### config.mk
export PLATFORM = sky130hd
export DESIGN_NAME = fft_bitrev_reorder_flat
export DESIGN_NICKNAME = d
export VERILOG_FILES = /design/src/rtl/fft_pkg.sv /design/src/rtl/fft_bitrev_reorder_if.sv /design/src/rtl/fft_bitrev_reorder.sv /design/src/flat_wrapper.sv
export SDC_FILE = /design/constraint.sdc
export NUM_CORES = 1
export LEC_CHECK = 0
export CORE_MARGIN = 1.5
export CORE_UTILIZATION = 46
export DETAILED_ROUTE_END_ITERATION = 8
export PLACE_DENSITY = 0.71
export SYNTH_ARGS = -nofsm -noshare
export SYNTH_HDL_FRONTEND = slang
export SYNTH_SLANG_ARGS = --single-unit
### constraint.sdc
create_clock -name clk_i -period 4.03 [get_ports clk_i]
set_clock_uncertainty 0.2 [all_clocks]
set_input_delay 0.806 -clock clk_i [delete_from_list [all_inputs] [get_ports clk_i]]
set_output_delay 0.806 -clock clk_i [all_outputs]
set_load 0.01 [all_outputs]
### src/rtl/fft_pkg.sv
// fft_pkg: shared complex sample type, defaults and bin-index helpers for the FFT datapath.
package fft_pkg;
   localparam int POINT_FFT_POW2_DEF = 4;
   localparam int FRAC_BITS_DEF = 15;
   localparam int RE = 0;
   localparam int IM = 1;
   typedef logic signed [1:0][FRAC_BITS_DEF:0] cplx_t;
   function automatic int unsigned bitrev(input int unsigned idx, input int unsigned width);
      int unsigned r;
      r = 0;
      for (int unsigned i = 0; i < width; i++) r = (r << 1) | ((idx >> i) & 1);
      return r;
   endfunction
endpackage

### src/rtl/fft_bitrev_reorder_if.sv
// fft_bitrev_reorder_if: input/output sample streams of the bit-reversal reorder buffer.
interface fft_bitrev_reorder_if #(
   parameter int POINT_FFT_POW2 = 4,
   parameter int FRAC_BITS = 15
);
   logic in_valid_i;
   logic in_ready_o;
   logic signed [1:0][FRAC_BITS:0] in_data_i;
   logic in_last_i;
   logic out_valid_o;
   logic out_ready_i;
   logic signed [1:0][FRAC_BITS:0] out_data_o;
   logic [POINT_FFT_POW2-1:0] out_index_o;
   logic out_last_o;
   logic frame_err_o;
   modport master (
      output in_valid_i, in_data_i, in_last_i, out_ready_i,
      input in_ready_o, out_valid_o, out_data_o, out_index_o, out_last_o, frame_err_o
   );
   modport slave (
      input in_valid_i, in_data_i, in_last_i, out_ready_i,
      output in_ready_o, out_valid_o, out_data_o, out_index_o, out_last_o, frame_err_o
   );
endinterface

### src/rtl/fft_bitrev_reorder.sv
// fft_bitrev_reorder: ping-pong buffer turning bit-reversed FFT output into natural bin order.
module fft_bitrev_reorder
   import fft_pkg::*;
#(
   parameter int POINT_FFT_POW2 = POINT_FFT_POW2_DEF,
   parameter int FRAC_BITS = FRAC_BITS_DEF,
   localparam int POINT_FFT = 1 << POINT_FFT_POW2
) (
   input logic clk_i,
   input logic rst_ni,
   fft_bitrev_reorder_if.slave s
);
   typedef logic [POINT_FFT_POW2-1:0] idx_t;
   typedef logic signed [1:0][FRAC_BITS:0] smp_t;
   smp_t bank [2][POINT_FFT];
   logic [1:0] full;
   logic wr_bank, rd_bank, err;
   idx_t wr_cnt, rd_cnt;
   logic in_acc, out_acc, wr_end, rd_end;
   always_comb begin
      wr_end = wr_cnt == idx_t'(POINT_FFT - 1);
      rd_end = rd_cnt == idx_t'(POINT_FFT - 1);
      in_acc = s.in_valid_i && !full[wr_bank];
      out_acc = s.out_ready_i && full[rd_bank];
   end
   // scatter on write so the read side walks the bank linearly
   always_ff @(posedge clk_i)
      if (in_acc) bank[wr_bank][idx_t'(bitrev(32'(wr_cnt), POINT_FFT_POW2))] <= s.in_data_i;
   always_ff @(posedge clk_i or negedge rst_ni)
      if (!rst_ni) begin
         full <= '0;
         wr_bank <= 1'b0;
         rd_bank <= 1'b0;
         wr_cnt <= '0;
         rd_cnt <= '0;
         err <= 1'b0;
      end else begin
         if (in_acc) begin
            wr_cnt <= wr_cnt + 1'b1;
            if (s.in_last_i != wr_end) err <= 1'b1;
            if (wr_end) begin
               full[wr_bank] <= 1'b1;
               wr_bank <= !wr_bank;
            end
         end
         // a completing read always targets the other bank, so both flag updates stand
         if (out_acc) begin
            rd_cnt <= rd_cnt + 1'b1;
            if (rd_end) begin
               full[rd_bank] <= 1'b0;
               rd_bank <= !rd_bank;
            end
         end
      end
   always_comb begin
      s.in_ready_o = !full[wr_bank];
      s.out_valid_o = full[rd_bank];
      s.out_data_o = full[rd_bank] ? bank[rd_bank][rd_cnt] : '0;
      s.out_index_o = rd_cnt;
      s.out_last_o = full[rd_bank] && rd_end;
      s.frame_err_o = err;
   end
endmodule

### src/flat_wrapper.sv
// flat-port wrapper written by rule: the top's interface ports become plain ports
module fft_bitrev_reorder_flat import fft_pkg::*;
#(
   parameter int POINT_FFT_POW2 = POINT_FFT_POW2_DEF,
   parameter int FRAC_BITS = FRAC_BITS_DEF,
   localparam int POINT_FFT = 1 << POINT_FFT_POW2
)
  (clk_i, rst_ni, s_in_valid_i, s_in_data_i, s_in_last_i, s_out_ready_i, s_in_ready_o, s_out_valid_o, s_out_data_o, s_out_index_o, s_out_last_o, s_frame_err_o);
  fft_bitrev_reorder_if #(.POINT_FFT_POW2(POINT_FFT_POW2), .FRAC_BITS(FRAC_BITS)) s_i ();
  input logic clk_i;
  input logic rst_ni;
  input wire logic [$bits(s_i.in_valid_i)-1:0] s_in_valid_i;
  input wire logic [$bits(s_i.in_data_i)-1:0] s_in_data_i;
  input wire logic [$bits(s_i.in_last_i)-1:0] s_in_last_i;
  input wire logic [$bits(s_i.out_ready_i)-1:0] s_out_ready_i;
  output wire logic [$bits(s_i.in_ready_o)-1:0] s_in_ready_o;
  output wire logic [$bits(s_i.out_valid_o)-1:0] s_out_valid_o;
  output wire logic [$bits(s_i.out_data_o)-1:0] s_out_data_o;
  output wire logic [$bits(s_i.out_index_o)-1:0] s_out_index_o;
  output wire logic [$bits(s_i.out_last_o)-1:0] s_out_last_o;
  output wire logic [$bits(s_i.frame_err_o)-1:0] s_frame_err_o;
  assign s_i.in_valid_i = s_in_valid_i;
  assign s_i.in_data_i = s_in_data_i;
  assign s_i.in_last_i = s_in_last_i;
  assign s_i.out_ready_i = s_out_ready_i;
  assign s_in_ready_o = s_i.in_ready_o;
  assign s_out_valid_o = s_i.out_valid_o;
  assign s_out_data_o = s_i.out_data_o;
  assign s_out_index_o = s_i.out_index_o;
  assign s_out_last_o = s_i.out_last_o;
  assign s_frame_err_o = s_i.frame_err_o;
  fft_bitrev_reorder #(.POINT_FFT_POW2(POINT_FFT_POW2), .FRAC_BITS(FRAC_BITS)) u_core (.clk_i(clk_i), .rst_ni(rst_ni), .s(s_i));
endmodule
# After elaboration in Yosys (flattened, before gate mapping)
# Memory sizes are Yosys's and may differ from the RTL's.
# Index checks and enable logic that the tools add are counted.
# W data, S select, Z words.
# totals
ram_bits,1024
romBits,0
reg_bits,13
input_bits,37
latch_bits,0
out_inout_bits,40
word_cells,59
n_memories,1
# memory_table
memory,words,width,rd,rd_clocked_by_memory_dff,wr,line_no,source
u_core.bank,2,512,1,0,1,fft_bitrev_reorder.sv:15,smp_t bank [2][POINT_FFT];
# classes
div,0
n_reduce_logical,12
multipliers,0
n_bitwise,8
n_mux,20
shifts,0
add_sub_neg,2
eq_ne,3
magnitude_cmp,7
# op_table
op,count
$mux W512,1
$bmux W32 S4,1
$demux W32 S4,1
$mux W32,4
$ge A5 B5 Y1 const B,2
$not A4 Y5,2
$add A4 B1 Y4 const B,2
$eq A4 B4 Y1 const B,2
$mux W2,4
$mux W1,7
$logic_and A1 B1 Y1,6
$reduce_and A2 Y1,3
$lt A5 B1 Y1 const B,1
$lt A1 B2 Y1 const B,2
$or A4 B1 Y4,1
$logic_not A1 Y1,3
$or A3 B1 Y3,1
$and A2 B2 Y2,1
$demux W1 S1,2
$ge A1 B1 Y1 const B,2
$not A2 Y2,1
$or A2 B1 Y2,1
$or A2 B2 Y2,1
$ne A1 B1 Y1,1

# Depth between registers and ports, before layout
# Gate-level depths: netlist of the first run.
# logic_depth
depth_word,10
mapped_depth,8
depth_no_buf,5

# Worst setup path before layout of the first run
# Ideal clock, no wire load.
# synth_path
kind,input to register
start,in s_in_valid_i
end,mem u_core.bank[0][256] in the netlist's numbering (enable)
path_buffers,1
arrival_ns,3.567
slack_ns,-0.198
path_stages,4
setup_ns,0.461
t_required_ns,3.369
path_cell_list,and2_1 > clkbuf_1 > nand2_1 > nor3_1
# synth_via
elab_chain_cells,3
# synth_lines
item,line_no,source
from (decl),flat_wrapper.sv:12,input wire logic [$bits(s_i.in_valid_i)-1:0] s_in_valid_i;
$logic_and A1 B1 Y1,fft_bitrev_reorder.sv:23,in_acc = s.in_valid_i && !full[wr_bank];
$mux W1,fft_bitrev_reorder.sv:28,"if (in_acc) bank[wr_bank][idx_t'(bitrev(32'(wr_cnt), POINT_FFT_POW2))] <= s.in_data_i;"
$mux W512 (implied by the code),fft_bitrev_reorder.sv:28,
to (decl),fft_bitrev_reorder.sv:15,
# No other way between the ends.

# Worst setup path after layout of the first run
# layout_path
start,"reg u_core.rd_cnt[0], in the netlist u_core.s.out_index_o[0]"
end,out s_out_data_o[16]
# layout_via
elab_chain_cells,5
# layout_lines
item,line_no,source
from (decl),fft_bitrev_reorder.sv:18,"idx_t wr_cnt, rd_cnt;"
from (signal assigned),fft_bitrev_reorder.sv:48,rd_cnt <= rd_cnt + 1'b1;
$not A4 Y5 (implied by the code),fft_bitrev_reorder.sv:58,s.out_data_o = full[rd_bank] ? bank[rd_bank][rd_cnt] : '0;
$bmux W32 S4,fft_bitrev_reorder.sv:58,
$mux W32 (implied by the code) (2 in series),fft_bitrev_reorder.sv:58,
$mux W32,fft_bitrev_reorder.sv:58,
to (decl),flat_wrapper.sv:18,output wire logic [$bits(s_i.out_data_o)-1:0] s_out_data_o;
# No other way between the ends. The select of a mux whose other input is x is not followed.

==> impl_metrics.tcl, run 1 <==
set metrics [dict create \
    synth_cell_types 33 \
    dp_hpwl_um 56690 \
    cp-end-kind "output port" \
    final_util_pct 54.95 \
    comb_power_share_pct 24.1 \
    syn_area_per_cell_um2 22.72 \
    rows 107 \
    power_density_nw_per_um2 604.1 \
    worstPathRequired_ns 3.02 \
    seqPwrFrac_pct 44.5 \
    wl_per_cell_um 31.49 \
    drt-vias-per-instance 6.197 \
    setup_ws_ns 0.02341 \
    cp_max_fo 12 \
    start_kind "flip-flop" \
    gp_congestion 0.7823 \
    die_width_um 296.9 \
    fmax_mhz 249.6 \
    rr_startpoint "u_core.wr_bank" \
    synth-warning-count 0 \
    final_max_slew_viol_count 0 \
    grt_pass1_vias 20350 \
    min_period_ns 4.007 \
    r2r_end "u_core.bank[1][423]" \
    path_clk_slew_ns 0.06 \
    ys_seq_elements 1037 \
    hp-class "reg -> reg" \
    yosys.area.top_type "edfxtp_1" \
    final-hold-violation-count 0 \
    finish.instance_area_um2 46930 \
    dieArea_um2 88180 \
    chipHeight_um 296.9 \
    ctsHoldBuffers 0 \
    criticalPathCategory "reg -> out" \
    syn_inst 1749 \
    finalNonFillerCells 3219 \
    whs_ns 0.2890 \
    cap_violations 0 \
    internal_power_mw 20.68 \
    leakagePower_nw 14.66 \
    status "complete, no violations" \
    dr.pass1.iters 5 \
    min_from "u_core.s.frame_err_o" \
    clk_path_buf_depth 3 \
    numCtsBuffers 97 \
    period_share_pct 99.42 \
    holdPathStages 1 \
    cts.sinks 1037 \
    vias 19950 \
    worst_pin_slew_ns 1.160 \
    first_iter_violations 2343 \
    grt_max_degree 39 \
    finalSetupTns_ns 0 \
    place_inst 3008 \
    peakVddDrop_mv 0.4139 \
    ys_seq_area_share_pct 78.18 \
    port_buffers 76 \
    synth_top_area_share_pct 77.37 \
    reg2reg_depth 5 \
    area_growth_pct 18.08 \
    netSwitchingFraction_pct 27.06 \
    clock-root-buffer "clkbuf_16" \
    rsz0062_at_grt "true" \
    core_um2 85410 \
    initial_utilization_pct 46.53 \
    clk_latency_ns 0.65 \
    finalSetupViolCount 0 \
    ios 77 \
    placed_area_um2 43060 \
    synth_area_leaders "edfxtp_1 77%, mux4_2 13%, mux2i_1 3.3%" \
    clkPwrFrac_pct 31.4 \
    fill_cells 6254 \
    grtUsageTotal_pct 22.96 \
    hold_path_end "u_core.s.frame_err_o" \
    p_switching_mw 7.671 \
    regToRegSetupSlack_ns 1.02 \
    power_mw 28.35 \
    nNetsFinal 2038 \
    cts_tree "done" \
    antenna_left 0 \
    grt-ovfl-total 0 \
    syn_nets 1791 \
    drt_wl_total_um 101400 \
    dp_slack_ns 0.04992 \
    htree_levels 3 \
    grt_antenna_before_repair 5 \
    cp.arrival_ns 3.00 \
    syn_area_um2 39750 \
    drive_gt1_share_pct 30.10 \
    drc 0 \
    slew_headroom_pct 22.43 \
    grt_pass1_wl_um 145000 \
]
## critical path: stages, from the launching register on
cell and delay [ns]:
dfrtp_4 0.56, buf_12 0.20, buf_4 0.14, bufbuf_16 0.29, mux4_2 0.23, mux2i_1 0.06, a221o_1 0.40, a31oi_4 0.22
clkdlybuf4s15_2 0.25
## final cells by class
cell class              count  area [um^2]  share of cell area (%)
flip-flops and latches   1037        31090                   66.24
clock buffers             110         2497                   5.321
well taps                1144         1431                   3.050
clock inverters            66        574.3                   1.224
inverters                   6        35.03                 0.07465
diodes                      2        5.005                 0.01066
multi-input cells         605         8661                   18.45
repair buffers            249         2640                   5.625
## Yosys cell counts
cell,number
buf_2,27
clkbuf_1,37
nand2_1,20
nand4_1,2
o21ai_0,28
buf_6,15
or3_1,4
buf_4,20
mux2i_1,130
nor3_1,5
buf_8,1
inv_2,1
a22oi_1,32
a31oi_1,32
o21ai_1,1
edfxtp_1,1024
nor2_1,33
nand3_1,6
inv_1,5
nor2b_4,1
and2_1,3
mux4_2,224
a221oi_1,27
nand2b_1,1
o2111ai_1,5
a2bb2oi_1,2
nor2b_1,2
xnor2_1,8
a221o_1,32
ha_1,5
a21o_1,1
buf_1,2
dfrtp_1,13
## state kept, by name, summed over array words and instances (netlist names)
name and cells:
u_core.rd_bank 1, u_core.full 2, u_core.bank 1024, u_core.s.out_index_o 4, u_core.wr_cnt 4, u_core.s.frame_err_o 1, u_core.wr_bank 1
## kinds of logic after synthesis
group                      Yosys count  synth area share, %
DFF                               1037                78.18
muxes                              354                15.97
AOI/OAI and AO/OA                  160                3.047
buffers and inverters              108                1.605
and+or+nand+nor                     77               0.8625
xor gates and xnor gates             8               0.1763
adders and majority gates            5               0.1574
## power groups by stage
stage | sequential (mW) | combinational (mW) | clock [mW]
floorplan | 12.7 | 3.88 | 0
global placement | 12.8 | 5.97 | 0
detailed placement | 12.9 | 6.07 | 0
CTS | 12.6 | 6.67 | 9.00
global route | 12.7 | 7.14 | 9.41
finish | 12.6 | 6.84 | 8.89
## worst max path at each step
stage | start | to | depth (start not counted)
final | u_core.s.out_index_o[0] | s_out_data_o[16] | 8
after global routing | u_core.s.out_index_o[0] | s_out_data_o[0] | 8
after CTS | u_core.s.out_index_o[0] | s_out_data_o[28] | 7
after detailed placement | u_core.s.out_index_o[0] | s_out_data_o[13] | 6
after global placement | u_core.s.out_index_o[0] | s_out_data_o[13] | 6
after floorplan | s_in_valid_i | u_core.bank[1][288] | 4
## repair_timing
action | 4_1_cts | 5_1_grt
gates resized for setup | 120 | 26
endpoints found under the hold margin | 0 | 0
gates cloned | 6 | 1
setup endpoints to repair | 32 | 25
pin swaps | 13 | 5
setup buffers | 12 | 14
## cell usage in the layout (no fill, tap or decap), types with 8 or more instances in the layout
| cell | netlist | routed |
|---|---|---|
| edfxtp_1 | 1024 | 1024 |
| mux4_2 | 224 | 224 |
| buf_4 | 20 | 127 |
| mux2i_1 | 130 | 123 |
| clkbuf_16 | 0 | 99 |
| clkdlybuf4s50_1 | 0 | 44 |
| buf_12 | 0 | 33 |
| a221o_1 | 32 | 32 |
| clkinv_1 | 0 | 30 |
| nor2_4 | 0 | 29 |
| a22oi_1 | 32 | 25 |
| o21ai_0 | 28 | 23 |
| a31oi_1 | 32 | 20 |
| nand2_1 | 20 | 20 |
| clkinv_2 | 0 | 19 |
| a221oi_1 | 27 | 17 |
| dlygate4sd2_1 | 0 | 17 |
| clkbuf_1 | 37 | 12 |
| bufinv_16 | 0 | 10 |
| xnor2_1 | 8 | 8 |
| dfrtp_1 | 13 | 8 |
## per-layer routing
layer	vias to the layer above	track usage (%)	share of wire (%)
met4	4	8.066	3.3
met5	-	0	0.031
met3	188	4.155	8.8
li1	7998	-	-
met2	1127	38.90	51
met1	10630	29.96	37
Power figures use the tool's default switching activity.
==> run 2: changes to the inputs <==
--- a/config.mk
+++ b/config.mk
@@ -9,6 +9,7 @@
 export CORE_UTILIZATION = 46
 export DETAILED_ROUTE_END_ITERATION = 8
 export PLACE_DENSITY = 0.71
+export SKIP_CTS_REPAIR_TIMING = 1
 export SYNTH_ARGS = -nofsm -noshare
 export SYNTH_HDL_FRONTEND = slang
 export SYNTH_SLANG_ARGS = --single-unit
==> impl_metrics.tcl, run 2 (same netlist as run 1, synthesis figures left out) <==
set metrics [dict create \
    cp_max_fo 25 \
    drt_wl_total_um 99840 \
    holdPathStages 1 \
    hold_path_end "u_core.s.frame_err_o" \
    worst_pin_slew_ns 1.197 \
    vias 19560 \
    start_kind "flip-flop" \
    wl_per_cell_um 31.18 \
    dp_hpwl_um 56690 \
    dieArea_um2 88180 \
    drt-vias-per-instance 6.110 \
    whs_ns 0.2885 \
    grtUsageTotal_pct 22.26 \
    period_share_pct 98.97 \
    grt_pass1_vias 20020 \
    die_width_um 296.9 \
    core_um2 85410 \
    finalNonFillerCells 3202 \
    grt_antenna_before_repair 6 \
    clk_path_buf_depth 3 \
    power_density_nw_per_um2 600.0 \
    numCtsBuffers 97 \
    rr_startpoint "u_core.full[1]" \
    leakagePower_nw 14.89 \
    ios 77 \
    worstPathCellList "buf_12 -> buf_12 -> buf_12 -> mux4_2 -> mux2i_1 -> a221o_1 -> a31oi_1 -> dlymetal6s2s_1" \
    cts_tree "done" \
    drc 0 \
    cpMostUsedCell "buf_12" \
    final_cell_mix "1024 x edfxtp_1, 224 x mux4_2, 127 x mux2i_1, 117 x buf_4, 100 x clkbuf_16" \
    first_iter_violations 2390 \
    path_clk_slew_ns 0.06 \
    area_growth_pct 17.45 \
    cts.sinks 1037 \
    largest_reg_flops 1024 \
    dr.pass1.iters 5 \
    min_from "u_core.s.frame_err_o" \
    grt_max_degree 49 \
    crit_path_start "u_core.s.out_index_o[0]" \
    slew_headroom_pct 19.95 \
    clock-root-buffer "clkbuf_16" \
    regToRegSetupSlack_ns 1.04 \
    hp-class "reg -> reg" \
    place_inst 3008 \
    clk_latency_ns 0.65 \
    gp_congestion 0.7823 \
    criticalPathCategory "reg -> out" \
    regArea_um2 31090 \
    r2r_end "u_core.bank[1][453]" \
    antenna_left 0 \
    min_period_ns 3.988 \
    status "complete, no violations" \
    rows 107 \
    peakVddDrop_mv 0.4212 \
    grt-ovfl-total 0 \
    final_max_slew_viol_count 0 \
    chipHeight_um 296.9 \
    top_register "u_core.bank" \
    fill_cells 6279 \
    worstPathRequired_ns 3.02 \
    fmax_mhz 250.7 \
    power_mw 28.01 \
    max_stage_delay_ns 0.52 \
    slowest_stage "mux4_2" \
    multi_input_area_um2 8566 \
    nNetsFinal 2020 \
    initial_utilization_pct 46.53 \
    cp-end-kind "output port" \
    grt_pass1_wl_um 141200 \
    reg2reg_depth 5 \
    finalSetupViolCount 0 \
    htree_levels 3 \
    final_common_cell "edfxtp_1" \
    cap_violations 0 \
    final-hold-violation-count 0 \
    port_buffers 76 \
    finalSetupTns_ns 0 \
    cp.arrival_ns 2.98 \
    drive_gt1_share_pct 28.91 \
]
-- run 2: cell count changes in the layout (fill, tap and decap cells not counted), moves of 3 or more --
| cell | previous run | this run |
|---|---|---|
| dlymetal6s2s_1 | 0 | 28 |
| clkbuf_2 | 3 | 0 |
| buf_4 | 127 | 117 |
| buf_12 | 33 | 30 |
| mux2i_1 | 123 | 127 |
| bufbuf_16 | 3 | 0 |
| a221oi_4 | 3 | 0 |
| dlygate4sd2_1 | 17 | 0 |
| o21ai_1 | 4 | 7 |
| clkdlybuf4s15_1 | 6 | 0 |
| a221oi_2 | 7 | 10 |
| buf_2 | 3 | 0 |
-- run 2: metrics by stage --
step	worst slack, ns	util, %	instance area [um^2]
6_report	0.04158	54.65	46680
5_1_grt	-0.01334	54.64	46670
4_1_cts	-0.6332	54.01	46130
3_5_place_dp	0.04992	50.41	43060
3_3_place_gp	0.07775	50.41	43060
2_1_floorplan	0.6587	-	39770
-- run 2: routing by layer --
layer	vias up	track usage, %	part of all wire, %	wire length (um)
li1	7956	-	-	-
met4	4	7.276	2.8	2845
met2	1041	37.76	51	50550
met3	166	3.826	8.8	8779
met5	-	0	0.026	26
met1	10400	29.38	38	37640
-- run 2: final cells by class --
class	instances	share of cell area [%]
multi-input combinational	605	18.35
timing repair buffer	231	5.331
clock inverter	66	1.230
inverter	6	0.05897
sequential	1037	66.60
clock buffer	110	5.350
antenna	3	0.01608
tap	1144	3.066
-- run 2: power breakdown --
group	switching, mW	internal, mW	leakage [nW]
logic	3.53	2.98	4.02
clock network	3.81	5.07	1.51
registers	0.187	12.4	9.37
total	7.53	20.5	14.9
-- run 2: worst max-delay path, delay by kind of cell (launching register included) --
family	cells	cell delay (ns)
flops	1	0.44
buf+inv	4	0.75
mux	2	0.78
compound gates	2	0.32
-- run 2: worst max-delay path by stage --
stage | endpoint | slack, ns | depth (start not counted)
2_1_floorplan | u_core.bank[1][288] | 0.66 | 4
5_1_grt | s_out_data_o[7] | -0.01 | 8
3_3_place_gp | s_out_data_o[13] | 0.08 | 6
4_1_cts | s_out_data_o[13] | -0.63 | 6
6_report | s_out_data_o[7] | 0.04 | 8
3_5_place_dp | s_out_data_o[13] | 0.05 | 6
==> run 3: changes to the inputs <==
--- a/config.mk
+++ b/config.mk
@@ -8,7 +8,8 @@
 export CORE_MARGIN = 1.5
 export CORE_UTILIZATION = 46
 export DETAILED_ROUTE_END_ITERATION = 8
-export PLACE_DENSITY = 0.71
+export PLACE_DENSITY = 0.69
+export REMOVE_ABC_BUFFERS = 1
 export SKIP_CTS_REPAIR_TIMING = 1
 export SYNTH_ARGS = -nofsm -noshare
 export SYNTH_HDL_FRONTEND = slang
==> constraint.sdc (replaced) <==
create_clock -name clk_i -period 4.1 [get_ports clk_i]
set_clock_uncertainty 0.2 [all_clocks]
set_input_delay 0.82 -clock clk_i [delete_from_list [all_inputs] [get_ports clk_i]]
set_output_delay 0.82 -clock clk_i [all_outputs]
set_load 0.01 [all_outputs]
==> impl_metrics.tcl, run 3 (same netlist as run 1, synthesis figures left out) <==
set metrics [dict create \
    status "finished, violations left" \
    violations "negative setup slack" \
    die_width_um 296.9 \
    fill_cells 6317 \
    dp_slack_ns 0.2256 \
    hp-class "reg -> reg" \
    grtUsageTotal_pct 21.42 \
    drc 0 \
    antenna_left 0 \
    dieArea_um2 88180 \
    cp-end-kind "output port" \
    cts_tree "done" \
    drt-met1-wl_um 39220 \
    first_iter_violations 2339 \
    top_register "u_core.bank" \
    path_clk_slew_ns 0.07 \
    dp_hpwl_um 49570 \
    gp_congestion 0.7498 \
    area_growth_pct 17.37 \
    ios 77 \
    reg2reg_depth 5 \
    max_stage_delay_ns 0.55 \
    chipHeight_um 296.9 \
    largest_reg_flops 1024 \
    route.met3.wl_um 8411 \
    hold_path_end "u_core.s.frame_err_o" \
    slowest_stage "dfrtp_4" \
    peakVddDrop_mv 0.4565 \
    grt_pass1_wl_um 135800 \
    criticalPathCategory "reg -> out" \
    drive_gt1_share_pct 27.72 \
    finalSetupViolCount 2 \
    numCtsBuffers 101 \
    drt-vias-per-instance 6.143 \
    regArea_um2 31090 \
    grt_max_degree 63 \
    cp.arrival_ns 3.26 \
    grt-ovfl-total 0 \
    cap_violations 0 \
    cts.sinks 1037 \
    fmax_mhz 233.7 \
    rows 107 \
    grt_pass1_vias 19710 \
    port_buffers 76 \
    dr.pass1.iters 5 \
    final_cell_mix "1024 x edfxtp_1, 224 x mux4_2, 126 x mux2i_1, 107 x clkbuf_16, 70 x buf_4" \
    core_um2 85410 \
    rsz0062_at_grt "true" \
    min_from "u_core.s.frame_err_o" \
    start_kind "flip-flop" \
    htree_levels 3 \
    regToRegSetupSlack_ns 0.72 \
    clk_latency_ns 0.67 \
    wl_per_cell_um 30.38 \
    power_density_nw_per_um2 589.6 \
    holdPathStages 1 \
    leakagePower_nw 14.82 \
    multi_input_area_um2 8458 \
    final_common_cell "edfxtp_1" \
    r2r_end "u_core.bank[0][266]" \
    rr_startpoint "u_core.wr_bank" \
    vias 19510 \
    cp_max_fo 31 \
    worstPathRequired_ns 3.08 \
    worstPathCellList "buf_12 -> buf_16 -> mux4_2 -> mux2i_1 -> a221o_1 -> a31oi_4 -> buf_4 -> clkdlybuf4s50_1" \
    setup_ws_ns -0.1789 \
    nNetsFinal 1989 \
    worst_pin_slew_ns 1.146 \
    period_share_pct 104.4 \
    finish.instance_area_um2 46650 \
    clk_path_buf_depth 3 \
    clock-root-buffer "clkbuf_16" \
    final-hold-violation-count 0 \
    grt_antenna_before_repair 1 \
    maxUsedRoutingLayer "met5" \
    finalSetupTns_ns -0.3243 \
    initial_utilization_pct 46.53 \
    final_max_slew_viol_count 0 \
    min_period_ns 4.279 \
    drt_wl_total_um 96490 \
    placed_area_um2 42760 \
    wl_met2_um 46580 \
    slew_headroom_pct 23.37 \
]
==> run 3: changes by cell type in the layout (fill, tap and decap cells not counted), sizes merged, moves of 2 or more <==
cell,delta
diode,-2
clkinv,+2
clkbuf,+10
clkinvlp,+4
clkdlybuf4s50,+2
bufinv,-2
buf,-40
==> run 3: final cells by class <==
class,count,share of cell area (%)
timing repair buffer,196,5.152
inverter,6,0.05096
clock buffer,118,5.646
antenna,1,0.005364
clock inverter,69,1.306
sequential,1037,66.64
multi-input combinational,605,18.13
tap,1144,3.068
==> run 3: worst max path at each step <==
stage,slack (ns),endpoint,cells past startpoint,from
after floorplan,-8.24,s_out_data_o[0],4,u_core.s.out_index_o[0]
after global placement,0.20,s_out_data_o[28],7,u_core.rd_bank
after detailed placement,0.23,s_out_data_o[28],7,u_core.rd_bank
after CTS,-0.50,s_out_data_o[28],7,u_core.rd_bank
after global routing,-0.29,s_out_data_o[28],8,u_core.s.out_index_o[0]
final,-0.18,s_out_data_o[28],8,u_core.s.out_index_o[0]
==> run 3: critical path, delay by kind of cell (launching register included) <==
family          cells  cell delay, ns
mux                 2            0.44
compound gates      2            0.58
buf+inv             4            1.01
flops               1            0.55
==> run 3: report_power, final <==
| group | switching, mW | internal [mW] | total, mW |
|---|---|---|---|
| combinational | 3.26 | 2.79 | 6.05 |
| clock | 3.91 | 5.12 | 9.03 |
| sequential | 0.219 | 12.2 | 12.4 |
==> run 3: through the flow <==
stage / std cells / total power [mW] / util, % / hold WS, ns
floorplan: 1647 / 16.32 / - / 0.2932
global placement: 2959 / 18.24 / 50.06 / 0.2521
detailed placement: 2959 / 18.34 / 50.06 / 0.2454
CTS: 3146 / 27.28 / 53.86 / 0.2647
global route: 3175 / 28.36 / 54.61 / 0.2817
finish: 3176 / 27.51 / 54.62 / 0.2594
==> run 3: per-layer routing <==
metal / GRT usage, % / vias to the layer above
met5: 0 / -
met4: 6.098 / 2
met1: 30.60 / 10460
li1: - / 7894
met2: 33.97 / 994
met3: 4.030 / 155
